**config.mk**
```make
export PLATFORM = sky130hd
export DESIGN_NAME = muldiv_unit
export DESIGN_NICKNAME = d
export VERILOG_FILES = /design/src/rtl/muldiv_unit.sv
export SDC_FILE = /design/constraint.sdc
export NUM_CORES = 1
export LEC_CHECK = 0
export CAP_MARGIN = 20
export CORE_MARGIN = 4
export CORE_UTILIZATION = 40
export DETAILED_ROUTE_END_ITERATION = 10
export PLACE_DENSITY = 0.58
export RECOVER_POWER = 100
export SETUP_SLACK_MARGIN = 0.5
export SKIP_LAST_GASP = 1
export SYNTH_ARGS = -nofsm -noshare
export SYNTH_HDL_FRONTEND = slang
export SYNTH_SLANG_ARGS = --single-unit
```
**constraint.sdc**
```tcl
create_clock -name clock -period 5.24 [get_ports clock]
set_input_delay 1.048 -clock clock [delete_from_list [all_inputs] [get_ports clock]]
set_output_delay 1.048 -clock clock [all_outputs]
set_load 0.1 [all_outputs]
```
**src/rtl/muldiv_unit.sv**
```systemverilog
// Iterative RV32M multiply/divide unit (shift-add multiply, restoring divide).
// Ports: clock/reset/flush; in_valid/in_ready/funct3/src1/src2 request side;
//        out_valid/out_ready/result response side; busy = not idle.
module muldiv_unit #(
    parameter int WIDTH = 32
) (
    input  logic             clock,
    input  logic             reset,
    input  logic             flush,
    input  logic             in_valid,
    output logic             in_ready,
    input  logic [2:0]       funct3,
    input  logic [WIDTH-1:0] src1,
    input  logic [WIDTH-1:0] src2,
    output logic             out_valid,
    input  logic             out_ready,
    output logic [WIDTH-1:0] result,
    output logic             busy
);

    localparam int CNT_W = $clog2(WIDTH) + 1;
    localparam logic [CNT_W-1:0] LAST = CNT_W'(WIDTH - 1);
    localparam logic [WIDTH-1:0] MIN_NEG = {1'b1, {(WIDTH-1){1'b0}}};
    localparam logic [WIDTH-1:0] ALL_ONES = '1;

    typedef enum logic [1:0] {
        S_IDLE,
        S_CALC,
        S_FIX,
        S_DONE
    } state_e;

    state_e             state_q, state_d;
    logic [CNT_W-1:0]   cnt_q, cnt_d;
    logic [2:0]         op_q, op_d;
    logic               neg_q, neg_d;
    logic [WIDTH-1:0]   opnd_q, opnd_d;
    logic [2*WIDTH-1:0] acc_q, acc_d;
    logic [WIDTH-1:0]   result_q, result_d;

    // Accept-time decode
    logic             accept;
    logic             is_div;
    logic             s1_signed;
    logic             s2_signed;
    logic             a_neg;
    logic             b_neg;
    logic [WIDTH-1:0] mag1;
    logic [WIDTH-1:0] mag2;
    logic             div_zero;
    logic             div_ovf;
    logic             special;
    logic [WIDTH-1:0] special_res;

    assign in_ready  = (state_q == S_IDLE);
    assign busy      = (state_q != S_IDLE);
    assign out_valid = (state_q == S_DONE);
    assign result    = result_q;

    assign accept = in_valid & in_ready & ~flush;
    assign is_div = funct3[2];

    // MULH, MULHSU, DIV, REM treat rs1 as signed; MULH, DIV, REM treat rs2 as signed
    assign s1_signed = (funct3 == 3'b001) | (funct3 == 3'b010)
                     | (funct3 == 3'b100) | (funct3 == 3'b110);
    assign s2_signed = (funct3 == 3'b001) | (funct3 == 3'b100)
                     | (funct3 == 3'b110);

    assign a_neg = s1_signed & src1[WIDTH-1];
    assign b_neg = s2_signed & src2[WIDTH-1];
    assign mag1  = a_neg ? -src1 : src1;
    assign mag2  = b_neg ? -src2 : src2;

    assign div_zero = is_div & (src2 == '0);
    assign div_ovf  = is_div & ~funct3[0]
                    & (src1 == MIN_NEG) & (src2 == ALL_ONES);
    assign special  = div_zero | div_ovf;

    always_comb begin
        special_res = '0;
        if (div_zero) begin
            special_res = funct3[1] ? src1 : ALL_ONES;
        end else if (div_ovf) begin
            special_res = funct3[1] ? '0 : src1;
        end
    end

    // Multiply step: acc = {partial high, remaining multiplier bits}
    logic [WIDTH:0]     mul_sum;
    logic [2*WIDTH-1:0] mul_next;

    assign mul_sum  = {1'b0, acc_q[2*WIDTH-1:WIDTH]}
                    + (acc_q[0] ? {1'b0, opnd_q} : '0);
    assign mul_next = {mul_sum, acc_q[WIDTH-1:1]};

    // Divide step: acc = {partial remainder, dividend/quotient}
    logic [WIDTH:0]     rem_sh;
    logic               rem_ge;
    logic [WIDTH-1:0]   rem_sub;
    logic [2*WIDTH-1:0] div_next;

    assign rem_sh   = {acc_q[2*WIDTH-1:WIDTH], acc_q[WIDTH-1]};
    assign rem_ge   = (rem_sh >= {1'b0, opnd_q});
    // Difference is below the divisor when taken, so WIDTH bits suffice
    assign rem_sub  = rem_sh[WIDTH-1:0] - opnd_q;
    assign div_next = {rem_ge ? rem_sub : rem_sh[WIDTH-1:0],
                       acc_q[WIDTH-2:0], rem_ge};

    // Sign correction
    logic [2*WIDTH-1:0] mul_fix;
    logic [WIDTH-1:0]   div_sel;
    logic [WIDTH-1:0]   fix_res;

    assign mul_fix = neg_q ? -acc_q : acc_q;
    assign div_sel = op_q[1] ? acc_q[2*WIDTH-1:WIDTH] : acc_q[WIDTH-1:0];

    always_comb begin
        fix_res = '0;
        if (op_q[2]) begin
            fix_res = neg_q ? -div_sel : div_sel;
        end else if (op_q == 3'b000) begin
            fix_res = mul_fix[WIDTH-1:0];
        end else begin
            fix_res = mul_fix[2*WIDTH-1:WIDTH];
        end
    end

    always_comb begin
        state_d  = state_q;
        cnt_d    = cnt_q;
        op_d     = op_q;
        neg_d    = neg_q;
        opnd_d   = opnd_q;
        acc_d    = acc_q;
        result_d = result_q;

        unique case (state_q)
            S_IDLE: begin
                if (accept) begin
                    op_d = funct3;
                    // Remainder follows dividend sign; quotient/product use xor
                    neg_d = (is_div & funct3[1]) ? a_neg : (a_neg ^ b_neg);
                    if (special) begin
                        result_d = special_res;
                        state_d  = S_DONE;
                    end else begin
                        cnt_d   = '0;
                        opnd_d  = is_div ? mag2 : mag1;
                        acc_d   = {{WIDTH{1'b0}}, is_div ? mag1 : mag2};
                        state_d = S_CALC;
                    end
                end
            end
            S_CALC: begin
                acc_d = op_q[2] ? div_next : mul_next;
                cnt_d = cnt_q + CNT_W'(1);
                if (cnt_q == LAST) begin
                    state_d = S_FIX;
                end
            end
            S_FIX: begin
                result_d = fix_res;
                state_d  = S_DONE;
            end
            S_DONE: begin
                if (out_ready) begin
                    state_d = S_IDLE;
                end
            end
            default: begin
                state_d = S_IDLE;
            end
        endcase

        if (flush) begin
            state_d  = S_IDLE;
            result_d = result_q;
        end
    end

    always_ff @(posedge clock or posedge reset) begin
        if (reset) begin
            state_q  <= S_IDLE;
            cnt_q    <= '0;
            op_q     <= '0;
            neg_q    <= 1'b0;
            opnd_q   <= '0;
            acc_q    <= '0;
            result_q <= '0;
        end else begin
            state_q  <= state_d;
            cnt_q    <= cnt_d;
            op_q     <= op_d;
            neg_q    <= neg_d;
            opnd_q   <= opnd_d;
            acc_q    <= acc_d;
            result_q <= result_d;
        end
    end

endmodule

```
=== After elaboration in Yosys (flattened, before gate mapping) ===
Cells that the tools add are included.
Widths: inputs -> output; s select.

* Bits in registers: 140
* Output and inout bits: 35
* Word-level logic and storage cells: 93
* Bits of input ports: 72

* $add $sub $neg: 7
* Magnitude comparators: 1
* Bitwise logic cells: 19
* Equality and inequality tests: 16
* Muxes and demuxes: 32
* Reduce and logical (&&, ||, !) cells: 11

{| class="wikitable"
|+ Operators by type and width
! cell !! number
|-
| $mux 32 || 16
|-
| $mux 64 || 4
|-
| $pmux 64 s2 || 1
|-
| $neg 32->32 || 3
|-
| $eq 32x32->1 const B || 2
|-
| $neg 64->64 || 1
|-
| $pmux 32 s2 || 1
|-
| $add 32x32->33 || 1
|-
| $ge 33x32->1 || 1
|-
| $logic_not 32->1 || 1
|-
| $sub 32x32->32 || 1
|-
| $mux 6 || 2
|-
| $pmux 6 s2 || 1
|-
| $mux 2 || 5
|-
| $and 1x1->1 || 9
|-
| $reduce_and 3->1 || 3
|-
| $pmux 2 s4 || 1
|-
| $add 6x1->6 const B || 1
|-
| $eq 3x3->1 const B || 2
|-
| $eq 6x5->1 const B || 1
|-
| $ne 3x2->1 const B || 2
|-
| $or 1x1->1 || 6
|-
| $reduce_bool 2->1 || 3
|-
| $eq 2x2->1 const B || 2
|-
| other kinds (13) || 16
|}

=== Longest topological paths before layout ===
Gate-level depths: netlist of run 1.

* Word-level depth: 10
* Gate-level depth with buffers: 16
* Gate-level depth less buffers: 13

=== Least setup slack after synthesis of run 1 ===
No wires, ideal clock.

* Path type: register to register
* Start point: register op_q[1]
* End point: register result_q[26] (netlist: result[26])
* Setup slack: 1227 ps
* Period minus slack after synthesis: 4013 ps
* Arrival: 3931 ps
* Setup time: 82 ps
* Stages on the path, launching flop included: 16
* Path through: dfrtp_1 -> buf_2 -> buf_1 -> buf_2 -> buf_1 -> clkbuf_1 -> mux2i_1 -> ha_1 -> o21ai_0 -> nand3b_1 -> or2_0 -> clkbuf_1 -> o311ai_1 -> o221ai_1 -> a221o_1 -> a31oi_1

* Cells in the longest elaborated chain, start to end: 5
* Elaborated cells between the ends (all ways): 7
* Those cells by class: add/sub (1); mux (5); reduce/logical (1)

{| class="wikitable"
|+ RTL lines
! item !! RTL line !! text
|-
| from (decl) || 35 || <nowiki>logic [2:0] op_q, op_d;</nowiki>
|-
| from (signal assigned) || 193 || <nowiki>op_q <= op_d;</nowiki>
|-
| $mux 32 || 115 || <nowiki>assign div_sel = op_q[1] ? acc_q[2*WIDTH-1:WIDTH] : acc_q[WIDTH-1:0];</nowiki>
|-
| $neg 32->32 || 120 || <nowiki>fix_res = neg_q ? -div_sel : div_sel;</nowiki>
|-
| $mux 32 || 120 ||
|-
| $mux 32 * || 119 || <nowiki>if (op_q[2]) begin</nowiki>
|-
| $pmux 32 s2 * || 137 || <nowiki>unique case (state_q)</nowiki>
|-
| to (signal assigned) || 197 || <nowiki>result_q <= result_d;</nowiki>
|-
| to (decl) || 39 || <nowiki>logic [WIDTH-1:0] result_q, result_d;</nowiki>
|}

Every way passes the cells marked *; elsewhere a longest branch is shown, timed or not.
A chain may end at the register's enable or synchronous reset.

=== Worst setup path after layout of run 1 ===
* Start point: input src1[3]
* End point: register result_q[3] (netlist: result[3])

* Cells in the longest elaborated chain, start to end: 8
* Elaborated cells between the ends (all ways): 13
* Those cells by class: eq/ne (2); mux (7); bitwise (3); reduce/logical (1)

{| class="wikitable"
|+ RTL lines
! item !! RTL line !! text
|-
| from (decl) || 13 || <nowiki>input logic [WIDTH-1:0] src1,</nowiki>
|-
| $eq 32x32->1 || 76 || <nowiki>& (src1 == MIN_NEG) & (src2 == ALL_ONES);</nowiki>
|-
| $and 1x1->1 (2 in a row) || 76 ||
|-
| $mux 32 || 83 || <nowiki>end else if (div_ovf) begin</nowiki>
|-
| $mux 32 || 81 || <nowiki>if (div_zero) begin</nowiki>
|-
| $mux 32 || 143 || <nowiki>if (special) begin</nowiki>
|-
| $mux 32 || 139 || <nowiki>if (accept) begin</nowiki>
|-
| $pmux 32 s2 || 137 ||
|}

Several ways; a longest one is shown, not always the timed one. The select of a mux whose other input is x is not followed.

==> results.py, run 1 <==
metrics = {
    "timing": {
        "rsz0062_at_grt": "false",
        "tightest_slew_ns": 2.46,
        "fin_skew_ns": 0.0174,
        "setup_violations": 0,
        "relSlewSlack": -0.639,
        "fmax_mhz": 214,
        "period_minus_slack_ns": 4.68,
        "tns_ns": 0,
        "hold_viol": 0,
        "whs_ns": 0.466,
        "drv_slew": 89,
        "period_share": 0.892,
    },
    "drt": {
        "num_vias": 16205,
        "drt_wl_total_mm": 62.3,
        "drc": 0,
        "viasPerCell": 6.09,
        "drt_iter0_markers": 1713,
        "ant_nets": 0,
        "first_pass_iters": 6,
        "routedWlPerCell_um": 23.4,
    },
    "run_status": {
        "violations": "max-capacitance violations, max-slew violations",
        "outcome": "complete, but fails checks",
    },
    "clock_network": {
        "cts_tree": "yes",
        "htreeDepth": 4,
        "hold_buffers": 0,
        "clockBufferDepth": 2,
        "root_buffer": "clkbuf_16",
        "clk_pin_slew_ns": 0.07,
        "cts_sinks": 140,
        "insertion_delay_ns": 0.46,
        "cts_buffers": 17,
        "post-cts-setup-buffers": 0,
    },
    "floorplanning": {
        "fp.coreArea_mm2": 0.0386,
        "die_h_um": 205,
        "pin_count": 107,
        "initial_core_util": 0.404,
        "rows": 72,
        "die_w_um": 205,
        "dieArea_mm2": 0.0422,
    },
    "grt": {
        "grt_pass1_vias": 15225,
        "gr-total-overflow": 0,
        "gr-usage-all-layers": 0.292,
        "antenna_found_initial": 3,
        "grt_pass1_wl_mm": 94.4,
        "grt_max_degree": 82,
    },
    "synthesis": {
        "synth.most_common_cell": "nor2_1",
        "synth-seq-cells": 140,
        "avgSynthCellArea_um2": 7.39,
        "yosysTopAreaCellShare": 0.225,
        "synth-edff-count": 0,
        "yosys.area.top_type": "dfrtp_1",
        "synthFlopType": "dfrtp_1",
        "syn-instance-count": 2111,
        "ys_top_cells_by_area": "dfrtp_1 22%, xnor2_1 6.5%, a21oi_1 6.4%",
        "yosysSeqAreaShare": 0.225,
        "synth_commonest_cells": "247 x nor2_1, 203 x nand2_1, 199 x a21oi_1",
        "synth_area_mm2": 0.0156,
        "async_flop_share": 1.00,
        "synth_fp_nets": 2259,
        "yosys_warnings": 0,
        "ys_types": 80,
    },
    "place": {
        "dp.cells": 2624,
        "dp_hpwl_mm": 48.8,
        "io_buffers": 106,
        "gp_congestion": 0.979,
    },
    "setup_path": {
        "worstSetupPathType": "primary input to flop",
        "critical_path_peak_fanout": 28,
        "cp_data_arrival_time_ns": 5.02,
        "cp-start-kind": "primary input",
        "end_kind": "flop",
        "crit_required_ns": 5.58,
        "r2r_slack_ns": 1.03,
    },
    "power_and_ir_drop": {
        "total_power_mw": 11.9,
        "peakVddDrop_v": 0.000378,
        "leakage_nw": 7.09,
        "p_per_area_mw_per_mm2": 678,
    },
    "cells_and_area": {
        "final_net_count": 2276,
        "area.growth.synth_to_final_pct": 13.0,
        "nFillCells": 4031,
        "drive_above_1_share": 0.0691,
        "stdcell_count": 2661,
        "final_util": 0.457,
    },
    "min_path": {
        "hold_path_class": "flop to flop",
    },
    "flow_run": {
        "drv_cap": 2,
    },
}
## final timing paths
check	start	to	cells past startpoint
max in group asynchronous	reset	op_q[2]	4
worst max register to register	state_q[1]	acc_q[54]	8
worst max-delay path	src1[3]	result[3]	9
worst min-delay path	result[21]	result[21]	2
worst min register to register	result[21]	result[21]	2
min in group asynchronous	reset	state_q[1]	2
## power by group
part	leakage (nW)	internal (mW)	switching (mW)
Clock	0.266	0.677	0.580
Combinational	5.08	2.99	5.26
Sequential	1.74	1.54	0.896
Total	7.09	5.21	6.73
## metrics by stage
stage | setup slack [ns] | area [um2]
3_5_place_dp | 0.475 | 17100
3_3_place_gp | 0.495 | 17100
6_report | 0.564 | 17600
5_1_grt | 0.375 | 17600
2_1_floorplan | 1.23 | 15600
4_1_cts | 0.909 | 17700
## critical path: stages
cell	delay, ns
dlygate4sd3_1	0.62
nor4_1	0.73
and4_1	0.33
nand4_1	0.27
o21ai_0	0.54
nand3_1	0.19
a21o_1	0.32
clkbuf_1	0.54
a22o_1	0.42
## what timing repair did
action	CTS	global route
resized for setup	0	1
setup endpoints to repair	0	1
hold endpoints to repair	0	0
## kinds of logic after synthesis
| kind of cell | after synthesis | synth area share |
|---|---|---|
| AND/OR/NAND/NOR | 693 | 0.205 |
| AO/OA/AOI/OAI | 664 | 0.265 |
| buffers and inverters | 230 | 0.0578 |
| XOR/XNOR | 202 | 0.113 |
| flip-flops | 140 | 0.225 |
| multiplexers | 106 | 0.0718 |
| adder cells (fa/ha/maj) | 76 | 0.0619 |
## flip-flops by register name (all words and copies together), names as in the netlist
| name | cells |
|---|---|
| opnd_q | 32 |
| cnt_q | 6 |
| acc_q | 64 |
| result | 32 |
| op_q | 3 |
| state_q | 2 |
| neg_q | 1 |
## layout by cell type, fill, tap and decap left out, types with 11 or more instances in the layout
cell type        synthesis  layout
nor2_1                 247     246
nand2_1                203     203
a21oi_1                199     198
o21ai_0                171     172
dfrtp_1                140     137
xnor2_1                116     116
xor2_1                  86      86
ha_1                    74      74
inv_1                   74      73
clkdlybuf4s50_1          0      66
mux2i_1                 59      59
mux2_2                  47      47
nor3_1                  44      44
o31ai_1                 42      42
dlygate4sd3_1            0      39
buf_4                    1      38
nand3_1                 35      35
nand4_1                 30      30
a211oi_1                30      30
a31oi_1                 28      28
o211ai_1                25      25
nor4_1                  21      21
a21o_1                  20      20
o22ai_1                 19      19
or3_1                   17      17
nand2b_1                17      17
clkbuf_16                0      17
or4_1                   16      16
o221ai_1                15      15
o41ai_1                 14      14
o21bai_1                14      14
or2_2                   11      11
nor2b_1                 11      11
## cell type report
| cell class | instances | area (um2) | area share |
|---|---|---|---|
| clock inverter | 13 | 131 | 0.00746 |
| multi-input combinational | 1741 | 11200 | 0.636 |
| tap | 518 | 648 | 0.0368 |
| sequential | 140 | 3510 | 0.199 |
| antenna | 2 | 5.00 | 0.000284 |
| inverter | 75 | 283 | 0.0160 |
| timing repair buffer | 153 | 1400 | 0.0793 |
| clock buffer | 19 | 443 | 0.0251 |
## metal layers
| metal | global-route usage | vias to the layer above | part of all wire |
|---|---|---|---|
| li1 | - | 7677 | - |
| met1 | 0.416 | 7731 | 0.45 |
| met2 | 0.446 | 705 | 0.44 |
| met3 | 0.0623 | 90 | 0.084 |
| met4 | 0.0859 | 2 | 0.030 |
| met5 | 0 | - | 0.00026 |
Power figures use the tool's default switching activity.
==> run 2: changes to the inputs <==
CORE_UTILIZATION = 62   (was 40)
PLACE_DENSITY = 0.83   (was 0.58)
==> run 2 against run 1 <==
Net effect: the flow still finishes with violations (max-capacitance violations, max-slew violations); wire length fell by 3.1%; first-iteration DRC count is 72% higher; flip-flop and latch count is the same; clock skew grew 0.00098 ns; total power rose by 1.7%; critical path type is now flop to flop; highest routed layer is now met4.
==> results.py, run 2 (synthesis results as in run 1) <==
metrics = {
    "run_status": {
        "outcome": "complete, but fails checks",
        "violations": "max-capacitance violations, max-slew violations",
    },
    "drt": {
        "viasPerCell": 6.92,
        "ant_nets": 0,
        "drt_wl_total_mm": 60.4,
        "routedWlPerCell_um": 24.5,
        "num_vias": 17028,
        "drt_iter0_markers": 2939,
        "first_pass_iters": 9,
        "drc": 0,
    },
    "cells_and_area": {
        "nFillCells": 2062,
        "final_net_count": 2271,
        "drive_above_1_share": 0.0660,
        "largest_reg_flops": 64,
        "fin_area_mm2": 0.0174,
        "area.growth.synth_to_final_pct": 11.7,
        "register_area_mm2": 0.00351,
        "layout.cells.most_common": "nor2_1",
        "antennaDiodeCount": 0,
        "multi_input_area_mm2": 0.0112,
        "largest_register": "acc_q",
        "final_util": 0.710,
        "layout_common_cells": "246 x nor2_1, 203 x nand2_1, 198 x a21oi_1, 171 x o21ai_0, 137 x dfrtp_1",
    },
    "power_and_ir_drop": {
        "power.switching_mw": 6.85,
        "p_per_area_mw_per_mm2": 697,
        "total_power_mw": 12.1,
        "sw_frac_of_total": 0.565,
        "leakage_nw": 7.12,
        "peakVddDrop_v": 0.000544,
        "seqPwrFrac": 0.208,
        "intPower_mw": 5.28,
        "combPwrFrac": 0.676,
        "pwr-share-clk": 0.116,
    },
    "setup_path": {
        "path_cells": "inv_1, clkbuf_2, nor2_1, ha_1, nor2b_1, o2111ai_1, and3b_1, o31ai_1, nor2_1, o221ai_1, a21boi_0, a311oi_1, a22o_1",
        "worstSetupPathType": "flop to flop",
        "cp-start-kind": "flop",
        "critical_path_peak_fanout": 30,
        "crit_path_frequent_cell": "nor2_1",
        "end_kind": "flop",
        "cp_data_arrival_time_ns": 5.17,
        "cp_slowest_cell": "o31ai_1",
        "cp_slowest_stage_delay_ns": 0.80,
        "crit_required_ns": 5.63,
    },
    "floorplanning": {
        "dieArea_mm2": 0.0278,
        "fp.coreArea_mm2": 0.0245,
        "rows": 57,
        "pin_count": 107,
        "die_h_um": 167,
        "initial_core_util": 0.636,
        "die_w_um": 167,
    },
    "grt": {
        "grt_max_degree": 141,
        "antenna_found_initial": 0,
        "grt_pass1_wl_mm": 92.3,
        "gr-usage-all-layers": 0.420,
        "grt_pass1_vias": 15807,
        "gr-total-overflow": 0,
    },
    "clock_network": {
        "post_cts_resized": 0,
        "hold_buffers": 0,
        "clockBufferDepth": 2,
        "cts_buffers": 17,
        "cts_tree": "yes",
        "root_buffer": "clkbuf_16",
        "clk_pin_slew_ns": 0.07,
        "insertion_delay_ns": 0.46,
        "cts_sinks": 140,
        "post-cts-setup-buffers": 0,
        "htreeDepth": 4,
    },
    "place": {
        "gp_congestion": 1.08,
        "io_buffers": 106,
        "dp_hpwl_mm": 46.1,
        "placed_area_mm2": 0.0168,
    },
    "timing": {
        "fin_skew_ns": 0.0184,
        "setup_violations": 0,
        "tns_ns": 0,
        "period_share": 0.913,
        "relSlewSlack": -0.148,
        "drv_slew": 55,
        "period_minus_slack_ns": 4.79,
        "hold_viol": 0,
        "rsz0062_at_grt": "false",
        "fmax_mhz": 209,
        "tightest_slew_ns": 1.72,
    },
    "flow_run": {
        "drv_cap": 2,
    },
    "min_path": {
        "hold_path_class": "flop to flop",
    },
}
==> run 2: per-stage QoR <==
stage / hold slack (ns) / setup WS, ns / cells
final: 0.471 / 0.454 / 2460
after global routing: 0.496 / 0.367 / 2460
after CTS: 0.473 / 1.00 / 2458
after detailed placement: 0.456 / 0.654 / 2426
after global placement: 0.455 / 0.590 / 2425
after floorplan: 0.439 / 1.23 / 2111
==> run 2: cell type report <==
| class | instances | area share |
|---|---|---|
| clock buffers | 17 | 0.0244 |
| flip-flops and latches | 140 | 0.201 |
| multi-input cells | 1741 | 0.644 |
| clock inverters | 15 | 0.0124 |
| well taps | 324 | 0.0233 |
| inverters | 75 | 0.0162 |
| repair buffers | 148 | 0.0781 |
==> run 2: power by group through the flow <==
stage | clock, mW | sequential (mW) | combinational, mW
6_report | 1.40 | 2.52 | 8.21
5_1_grt | 1.43 | 2.56 | 8.83
4_1_cts | 1.38 | 2.46 | 8.06
3_5_place_dp | 0 | 2.48 | 8.00
3_3_place_gp | 0 | 2.46 | 7.84
2_1_floorplan | 0 | 2.59 | 5.74
==> run 2: worst paths after layout <==
| path | from | end | slack (ns) | cells past startpoint |
|---|---|---|---|---|
| max in group asynchronous | reset | op_q[2] | 3.28 | 3 |
| min reg2reg | result[24] | result[24] | 0.47 | 2 |
| max reg2reg | acc_q[0] | acc_q[63] | 0.45 | 13 |
| min in group asynchronous | reset | state_q[0] | 1.25 | 3 |
| max | acc_q[0] | acc_q[63] | 0.45 | 13 |
| min | result[24] | result[24] | 0.47 | 2 |
==> run 2: critical path: cells and delay by family, from the launching register on <==
family	cells	cell delay (ns)
buffers and inverters	2	0.75
AND/OR/NAND/NOR	4	0.86
adder cells (fa/ha/maj)	1	0.38
AO/OA/AOI/OAI	6	2.19
flip-flops	1	0.51
==> run 2: per-layer routing <==
metal / wire length, um / up-vias / track usage / part of all wire
met5: 0 / - / 0 / 0
met4: 2800 / 0 / 0.170 / 0.046
met3: 8130 / 185 / 0.125 / 0.13
met2: 25800 / 1147 / 0.636 / 0.43
met1: 23700 / 8046 / 0.563 / 0.39
li1: - / 7650 / - / -
